File: src/rtl/spi_reg_writer_if.sv
// Request-side bundle of spi_reg_writer: address/data handshake plus status.
// The requester uses the master modport; the SPI controller uses slave.
interface spi_reg_writer_if;
  logic       req_valid;
  logic       req_ready;
  logic [6:0] req_addr;
  logic [7:0] req_data;
  logic       busy;
  logic       done;

  modport master (
    output req_valid, req_addr, req_data,
    input  req_ready, busy, done
  );

  modport slave (
    input  req_valid, req_addr, req_data,
    output req_ready, busy, done
  );
endinterface

File: src/rtl/spi_reg_writer.sv
// SPI mode-0 write-only controller: sends {1'b1, addr[6:0], data[7:0]} MSB
// first, one request at a time, with lead, nCS-hold and inter-frame gap timing.
module spi_reg_writer #(
  parameter int CLK_DIV = 4,
  parameter int CS_GAP  = 2
) (
  input  logic               clk,
  input  logic               rst_n,
  spi_reg_writer_if.slave    req,
  output logic               sclk,
  output logic               copi,
  output logic               ncs
);

  localparam int HW = (CLK_DIV > 1) ? $clog2(CLK_DIV) : 1;
  localparam int GW = $clog2(CS_GAP + 1);
  localparam logic [HW-1:0] HALF_LAST = HW'(CLK_DIV - 1);
  localparam logic [GW-1:0] GAP_LAST  = GW'(CS_GAP - 1);

  typedef enum logic [1:0] {IDLE, LEAD, SHIFT, GAP} state_t;

  state_t        state, state_nx;
  logic [HW-1:0] half_cnt, half_cnt_nx;
  logic [4:0]    bit_cnt, bit_cnt_nx;
  logic [GW-1:0] gap_cnt, gap_cnt_nx;
  logic [15:0]   shift_reg, shift_nx;
  logic          sclk_nx, ncs_nx;
  logic          ready_r, ready_nx;
  logic          busy_r, busy_nx;
  logic          done_r, done_nx;
  logic          half_last;

  assign half_last = (half_cnt == HALF_LAST);

  // copi is the shift register MSB; clearing the register on entry to GAP
  // and in reset is what parks copi low whenever nCS is high.
  assign copi          = shift_reg[15];
  assign req.req_ready = ready_r;
  assign req.busy      = busy_r;
  assign req.done      = done_r;

  always_ff @(posedge clk or negedge rst_n) begin
    if (!rst_n) begin
      state     <= IDLE;
      half_cnt  <= '0;
      bit_cnt   <= '0;
      gap_cnt   <= '0;
      shift_reg <= '0;
      sclk      <= 1'b0;
      ncs       <= 1'b1;
      ready_r   <= 1'b1;
      busy_r    <= 1'b0;
      done_r    <= 1'b0;
    end else begin
      state     <= state_nx;
      half_cnt  <= half_cnt_nx;
      bit_cnt   <= bit_cnt_nx;
      gap_cnt   <= gap_cnt_nx;
      shift_reg <= shift_nx;
      sclk      <= sclk_nx;
      ncs       <= ncs_nx;
      ready_r   <= ready_nx;
      busy_r    <= busy_nx;
      done_r    <= done_nx;
    end
  end

  always_comb begin
    state_nx    = state;
    half_cnt_nx = half_cnt;
    bit_cnt_nx  = bit_cnt;
    gap_cnt_nx  = gap_cnt;
    shift_nx    = shift_reg;
    sclk_nx     = sclk;
    ncs_nx      = ncs;
    ready_nx    = ready_r;
    busy_nx     = busy_r;
    done_nx     = 1'b0;

    case (state)
      IDLE: begin
        if (req.req_valid) begin
          state_nx    = LEAD;
          shift_nx    = {1'b1, req.req_addr, req.req_data};
          half_cnt_nx = '0;
          bit_cnt_nx  = '0;
          ncs_nx      = 1'b0;
          ready_nx    = 1'b0;
          busy_nx     = 1'b1;
        end
      end

      LEAD: begin
        if (half_last) begin
          half_cnt_nx = '0;
          sclk_nx     = 1'b1;
          state_nx    = SHIFT;
        end else begin
          half_cnt_nx = half_cnt + 1'b1;
        end
      end

      // bit_cnt counts completed high phases; the low phase after the 16th
      // keeps bit 0 on copi and acts as the nCS hold time.
      SHIFT: begin
        if (!half_last) begin
          half_cnt_nx = half_cnt + 1'b1;
        end else begin
          half_cnt_nx = '0;
          if (sclk) begin
            sclk_nx    = 1'b0;
            bit_cnt_nx = bit_cnt + 1'b1;
            if (bit_cnt != 5'd15) begin
              shift_nx = {shift_reg[14:0], 1'b0};
            end
          end else if (bit_cnt == 5'd16) begin
            state_nx   = GAP;
            ncs_nx     = 1'b1;
            shift_nx   = '0;
            gap_cnt_nx = '0;
            done_nx    = 1'b1;
          end else begin
            sclk_nx = 1'b1;
          end
        end
      end

      GAP: begin
        if (gap_cnt == GAP_LAST) begin
          state_nx = IDLE;
          ready_nx = 1'b1;
          busy_nx  = 1'b0;
        end else begin
          gap_cnt_nx = gap_cnt + 1'b1;
        end
      end

      default: begin
        state_nx = IDLE;
        ncs_nx   = 1'b1;
        sclk_nx  = 1'b0;
        shift_nx = '0;
        ready_nx = 1'b1;
        busy_nx  = 1'b0;
      end
    endcase
  end

endmodule

File: src/flat_wrapper.sv
// flat-port wrapper written by rule: the top's interface ports become plain ports
module spi_reg_writer_flat 
#(
  parameter int CLK_DIV = 4,
  parameter int CS_GAP  = 2
)
  (clk, rst_n, sclk, copi, ncs, req_req_valid, req_req_addr, req_req_data, req_req_ready, req_busy, req_done);
  spi_reg_writer_if req_i ();
  input  logic clk;
  input  logic rst_n;
  output logic sclk;
  output logic copi;
  output logic ncs;
  input wire logic [$bits(req_i.req_valid)-1:0] req_req_valid;
  input wire logic [$bits(req_i.req_addr)-1:0] req_req_addr;
  input wire logic [$bits(req_i.req_data)-1:0] req_req_data;
  output wire logic [$bits(req_i.req_ready)-1:0] req_req_ready;
  output wire logic [$bits(req_i.busy)-1:0] req_busy;
  output wire logic [$bits(req_i.done)-1:0] req_done;
  assign req_i.req_valid = req_req_valid;
  assign req_i.req_addr = req_req_addr;
  assign req_i.req_data = req_req_data;
  assign req_req_ready = req_i.req_ready;
  assign req_busy = req_i.busy;
  assign req_done = req_i.done;
  spi_reg_writer #(.CLK_DIV(CLK_DIV), .CS_GAP(CS_GAP)) u_core (.clk(clk), .rst_n(rst_n), .req(req_i), .sclk(sclk), .copi(copi), .ncs(ncs));
endmodule
File: config.mk
export PLATFORM = sky130hd
export DESIGN_NAME = spi_reg_writer_flat
export DESIGN_NICKNAME = d
export VERILOG_FILES = /design/src/rtl/spi_reg_writer_if.sv /design/src/rtl/spi_reg_writer.sv /design/src/flat_wrapper.sv
export SDC_FILE = /design/constraint.sdc
export NUM_CORES = 1
export LEC_CHECK = 0
export BUFFER_PORTS_ARGS = -buffer_cell sky130_fd_sc_hd__buf_2
export CAP_MARGIN = 15
export CORE_MARGIN = 2
export CORE_UTILIZATION = 54
export CTS_BUF_LIST = sky130_fd_sc_hd__clkbuf_2 sky130_fd_sc_hd__clkbuf_4 sky130_fd_sc_hd__clkbuf_8
export CTS_CLUSTER_DIAMETER = 60
export DETAILED_ROUTE_END_ITERATION = 7
export PLACE_DENSITY = 0.86
export SETUP_SLACK_MARGIN = 0.1
export SYNTH_ARGS = -nofsm -noshare
export SYNTH_HDL_FRONTEND = slang
export SYNTH_SLANG_ARGS = --single-unit
File: constraint.sdc
create_clock -name clk -period 1.7 [get_ports clk]
set_input_delay 0.255 -clock clk [delete_from_list [all_inputs] [get_ports clk]]
set_output_delay 0.255 -clock clk [all_outputs]
set_load 0.05 [all_outputs]
---- Yosys cells after proc, flatten, opt, wreduce, memory -nomap -nowiden ----
Cells that the tools add are included.
operators by class
  muxes and demuxes ....................... 44
  reduce and logical (&&, ||, !) cells .... 15
  $add $sub $neg .......................... 3
  equal/unequal tests ..................... 17
operators with widths
  operator                                                          count
  16-bit two-way mux                                                5
  16-bit one-hot mux with 2 select lines                            1
  2-bit two-way mux                                                 12
  1-bit two-way mux                                                 15
  5-bit two-way mux                                                 3
  5-bit AND reduction                                               3
  2-bit by 1-bit != test with 1-bit output (second input constant)  5
  5-bit one-hot mux with 2 select lines                             1
  2-bit nonzero test                                                5
  1-bit one-hot mux with 2 select lines                             4
  2-bit one-hot mux with 2 select lines                             2
  2-bit one-hot mux with 4 select lines                             1
  2-bit == test (second input constant)                             3
  2-bit != test (second input constant)                             3
  3-bit AND reduction                                               2
  6-bit AND reduction                                               1
  5-bit by 1-bit adder with 5-bit output (second input constant)    1
  5-bit == test (second input constant)                             1
  5-bit by 4-bit != test with 1-bit output (second input constant)  1
  2-bit by 1-bit adder with 2-bit output (second input constant)    2
  2-bit by 1-bit == test with 1-bit output (second input constant)  2
  4-bit AND reduction                                               1
  3-bit by 1-bit != test with 1-bit output (second input constant)  1
  3-bit != test (second input constant)                             1
  other kinds (3)                                                   3
word-level totals
  input bits .............................. 18
  output and inout port bits .............. 6
  register bits ........................... 32
  word-level logic and storage cells ...... 89

---- Depth between registers and ports, before layout ----
  word-level depth ........................ 5
  mapped depth ............................ 8
  gate-level depth less buffers ........... 6

---- Least setup slack after synthesis ----
No wires, ideal clock.
  path type ............................... register to register
  from .................................... register u_core.sclk
  to ...................................... register u_core.shift_reg[0]
  clock period less this slack ............ 1.817 ns
  path slack .............................. -0.117 ns
  cell stages (with the launch flop) ...... 7
  buffers on the path ..................... 2
  arrival time ............................ 1.696 ns
  setup time .............................. 0.121 ns
  data required time ...................... 1.579 ns
  cells stage by stage .................... dfrtp_1 -> buf_6 -> and2_4 -> a21o_1 -> or2_1 -> buf_6 -> a22o_1
on the way
  longest elaborated chain between the ends .. 3
  elaborated cells on any way between the ends .. 6
  those cells by class .................... 2 x eq/ne; 3 x mux; 1 x reduce/logical
ends and longest elaborated chain
  element                                 line                   text
  from (decl)                             spi_reg_writer.sv:10   output logic sclk,
  from (signal assigned)                  spi_reg_writer.sv:60   sclk <= sclk_nx;
  16-bit two-way mux                      spi_reg_writer.sv:110  if (sclk) begin
  16-bit two-way mux                      spi_reg_writer.sv:106  if (!half_last) begin
  16-bit one-hot mux with 2 select lines  spi_reg_writer.sv:80   case (state)
  to (signal assigned)                    spi_reg_writer.sv:59   shift_reg <= shift_nx;
  to (decl)                               spi_reg_writer.sv:26   logic [15:0] shift_reg, shift_nx;
Parallel ways exist; a longest one is shown, timed or not. The select of a mux whose other input is x is not followed.
A chain may end at the register's enable or synchronous reset.

---- Final worst setup path ----
  from .................................... register u_core.bit_cnt[1]
  to ...................................... register u_core.shift_reg[10]
on the way
  longest elaborated chain between the ends .. 3
  elaborated cells on any way between the ends .. 5
  those cells by class .................... 4 x eq/ne; 1 x reduce/logical
ends and longest elaborated chain
  element                                                                                     line                                          text
  from (decl)                                                                                 spi_reg_writer.sv:24                          logic [4:0] bit_cnt, bit_cnt_nx;
  from (signal assigned)                                                                      spi_reg_writer.sv:57                          bit_cnt <= bit_cnt_nx;
  5-bit by 4-bit != test with 1-bit output or 5-bit == test (tied branches)                   spi_reg_writer.sv:113, spi_reg_writer.sv:116
  3-bit != test (no source line) or 3-bit by 1-bit != test with 1-bit output (tied branches)  -
  5-bit AND reduction (no source line) *                                                      -
Mark *: on every way between the ends. The rest lies on a longest branch, timed or not.

==> metrics.txt <==
final hold vios=0; worst rel slew slack=0.814; clock skew=0.0153 ns; YS warnings=0; first-pass GRT wire length=6780 µm; Seq cells post-synth=32; unrepaired setup endpoints after global routing=yes; Total Neg Setup Slack=-0.118 ns; # diodes=0; Clk Latency, worst-skew pair=0.34 ns; DRC violations left=0; Initial Util=0.557; # setup viols final=12; violated checks=negative setup slack; P&R area growth vs syn=30.0%; fillers=239; WHS=approximately 0.15 ns; Num CTS Buffers=5; Crit Path Class=register to register; Final min period=1.72 ns; Startpoint Class=register; die width=62.2 µm; fin crit share=1.01; Slew @ Worst Pin=around 0.28 ns; Die H=around 62 µm; Initial DRC Count=76; vias in the first global route=~1500; clk buf depth=2; Die ar.=3870 µm²; layout cells sized above 1=0.436; Global Route Usage Sum=0.228; Max Freq=0.581 GHz; GRT overflow=0; # rows=21; clock sink total=32; min setup slack post-route=-0.0202 ns; fin. max-slew vios=0; max FFs per register=16; Port-buffer cells=23; Post-synth ARST share=1.00; instance count of the mapped netlist=187; CTS H-tree lvls=2; CP Data Required Time=between 1.5 and 2 ns; Vias=1596; max capacitance violation total=0; Hold Path Class=input pin to register; leakage dissipation=1.09 nW; Core Area=approximately 3300 µm²; worst-path cell chain=ha_2, and3_4, ha_4, a21o_1, buf_4, o21ai_0, o21ai_2; CP Capture Type=register; clock-pin slew on the worst setup and hold paths=0.11 ns; Main synth FF type=dfrtp_1; power per standard cell area=approximately 1900 nW/µm²; synthesized cell area=1830 µm²; CP peak stage delay=approximately 0.42 ns; total routed wirelength=4310 µm; Netlist cell types=44; syn_nets=~210; register area share after synthesis=0.439; Avg Vias per Cell=about 5.7; EDFF count, synth=0; total power=4.46 mW; Root Driver=clkbuf_4; worst slack, placed=-0.0388 ns; HPWL Detailed=2700 µm; nets@finish=262; Peak VDD IR=1230 µV; Routed Antenna Nets=0; Critical-path top delay cell=dfrtp_1; average wire per standard cell=roughly 15 µm; CTS tree=done; io pins=24; final core occ=0.725; syn avg cell area=9.79 µm²; largest fanout on the critical path=15; initial antenna violation count=0; RD Place Congestion=between 0.8 and 0.9; status=finished with violations; largest net degree at the start of global routing=23; worst path arrival time=1.96 ns; DR pass1 iterations=4
[metrics by stage]
step                      area (µm²)  cells
after floorplan                 1890    187
after global placement          2130    265
after global routing            2380    282
final                           2380    282
after CTS                       2280    279
after detailed placement        2130    265
[worst max-delay path, delay by kind of cell (launching register included)]
family | cells | cell delay (ns)
buf+inv | 1 | 0.18
compound gates | 3 | 0.50
simple gates | 1 | 0.17
flops | 1 | 0.42
fa+ha+maj | 2 | 0.34
[layer usage]
metal | global-route usage | vias to the layer above | wire [µm]
met5 | 0 | - | 0
met1 | 0.272 | 784 | 1910
met4 | 0.0944 | 0 | 48
met2 | 0.380 | 38 | 2170
met3 | 0.0761 | 5 | 176
li1 | - | 769 | -
[Yosys cell counts, drive strengths merged, types with 3 or more instances]
cell type  instances  area (µm²)
a21oi             18        90.1
o21ai             36         218
nand3              4        20.0
dfrtp             30         751
ha                 9         113
nor2b             14        87.6
buf                6        61.3
nand2             10        37.5
a22o               5        46.3
a21boi             3        30.0
inv                9        33.8
nor2               7        26.3
clkbuf             5        22.5
[final timing paths]
path	slack [ns]	start	depth (start not counted)	to
worst min register to register	0.50	u_core.half_cnt[1]$_DFFE_PN0P_	1	u_core.half_cnt[1]$_DFFE_PN0P_
worst max-delay path	-0.02	u_core.bit_cnt[1]$_DFFE_PN0P_	7	u_core.shift_reg[10]$_DFFE_PN0P_
max in group asynchronous	0.80	rst_n	3	u_core.sclk$_DFFE_PN0P_
worst min-delay path	0.15	req_req_data[0]	2	u_core.shift_reg[0]$_DFFE_PN0P_
worst max register to register	-0.02	u_core.bit_cnt[1]$_DFFE_PN0P_	7	u_core.shift_reg[10]$_DFFE_PN0P_
min in group asynchronous	0.31	rst_n	2	u_core.bit_cnt[3]$_DFFE_PN0P_
[cell type report]
cell class	count	area [µm²]	area share
multi-input combinational	135	1040	0.439
clock buffer	6	51.3	0.0216
sequential	32	806	0.339
inverter	9	33.8	0.0142
clock inverter	2	10.0	0.00421
timing repair buffer	52	377	0.158
tap	46	57.6	0.0242
[cell families after synthesis]
group	Yosys count	share of synthesized area
and+or+nand+nor	47	0.144
DFF	32	0.439
adders and majority gates	9	0.0615
buffers and inverters	20	0.0642
muxes	3	0.0171
AOI/OAI and AO/OA	76	0.274
[where the power goes]
part           leakage, nW  internal (mW)  switching (mW)
sequential           0.396           1.07           0.197
combinational        0.653           1.26            1.48
clock               0.0380          0.197           0.261
[cells in the final DEF (no fill, tap or decap), types with 4 or more instances in the layout]
master	n
o21ai_2	13
nand2_1	10
o21ai_0	20
inv_1	7
clkbuf_4	5
buf_4	23
ha_1	4
buf_2	23
nor2_1	5
nor2b_1	14
a21oi_1	17
dfrtp_1	28
[what timing repair did]
item / in CTS / in global routing
buffers inserted: 5 / 3
hold endpoints to repair: 8 / 0
hold buffers: 1 / 0
gates cloned: 0 / 1
gates resized for setup: 11 / 15
pin swaps: 3 / 8
setup endpoints to repair: 20 / 25
(Power assumes the default switching activity.)
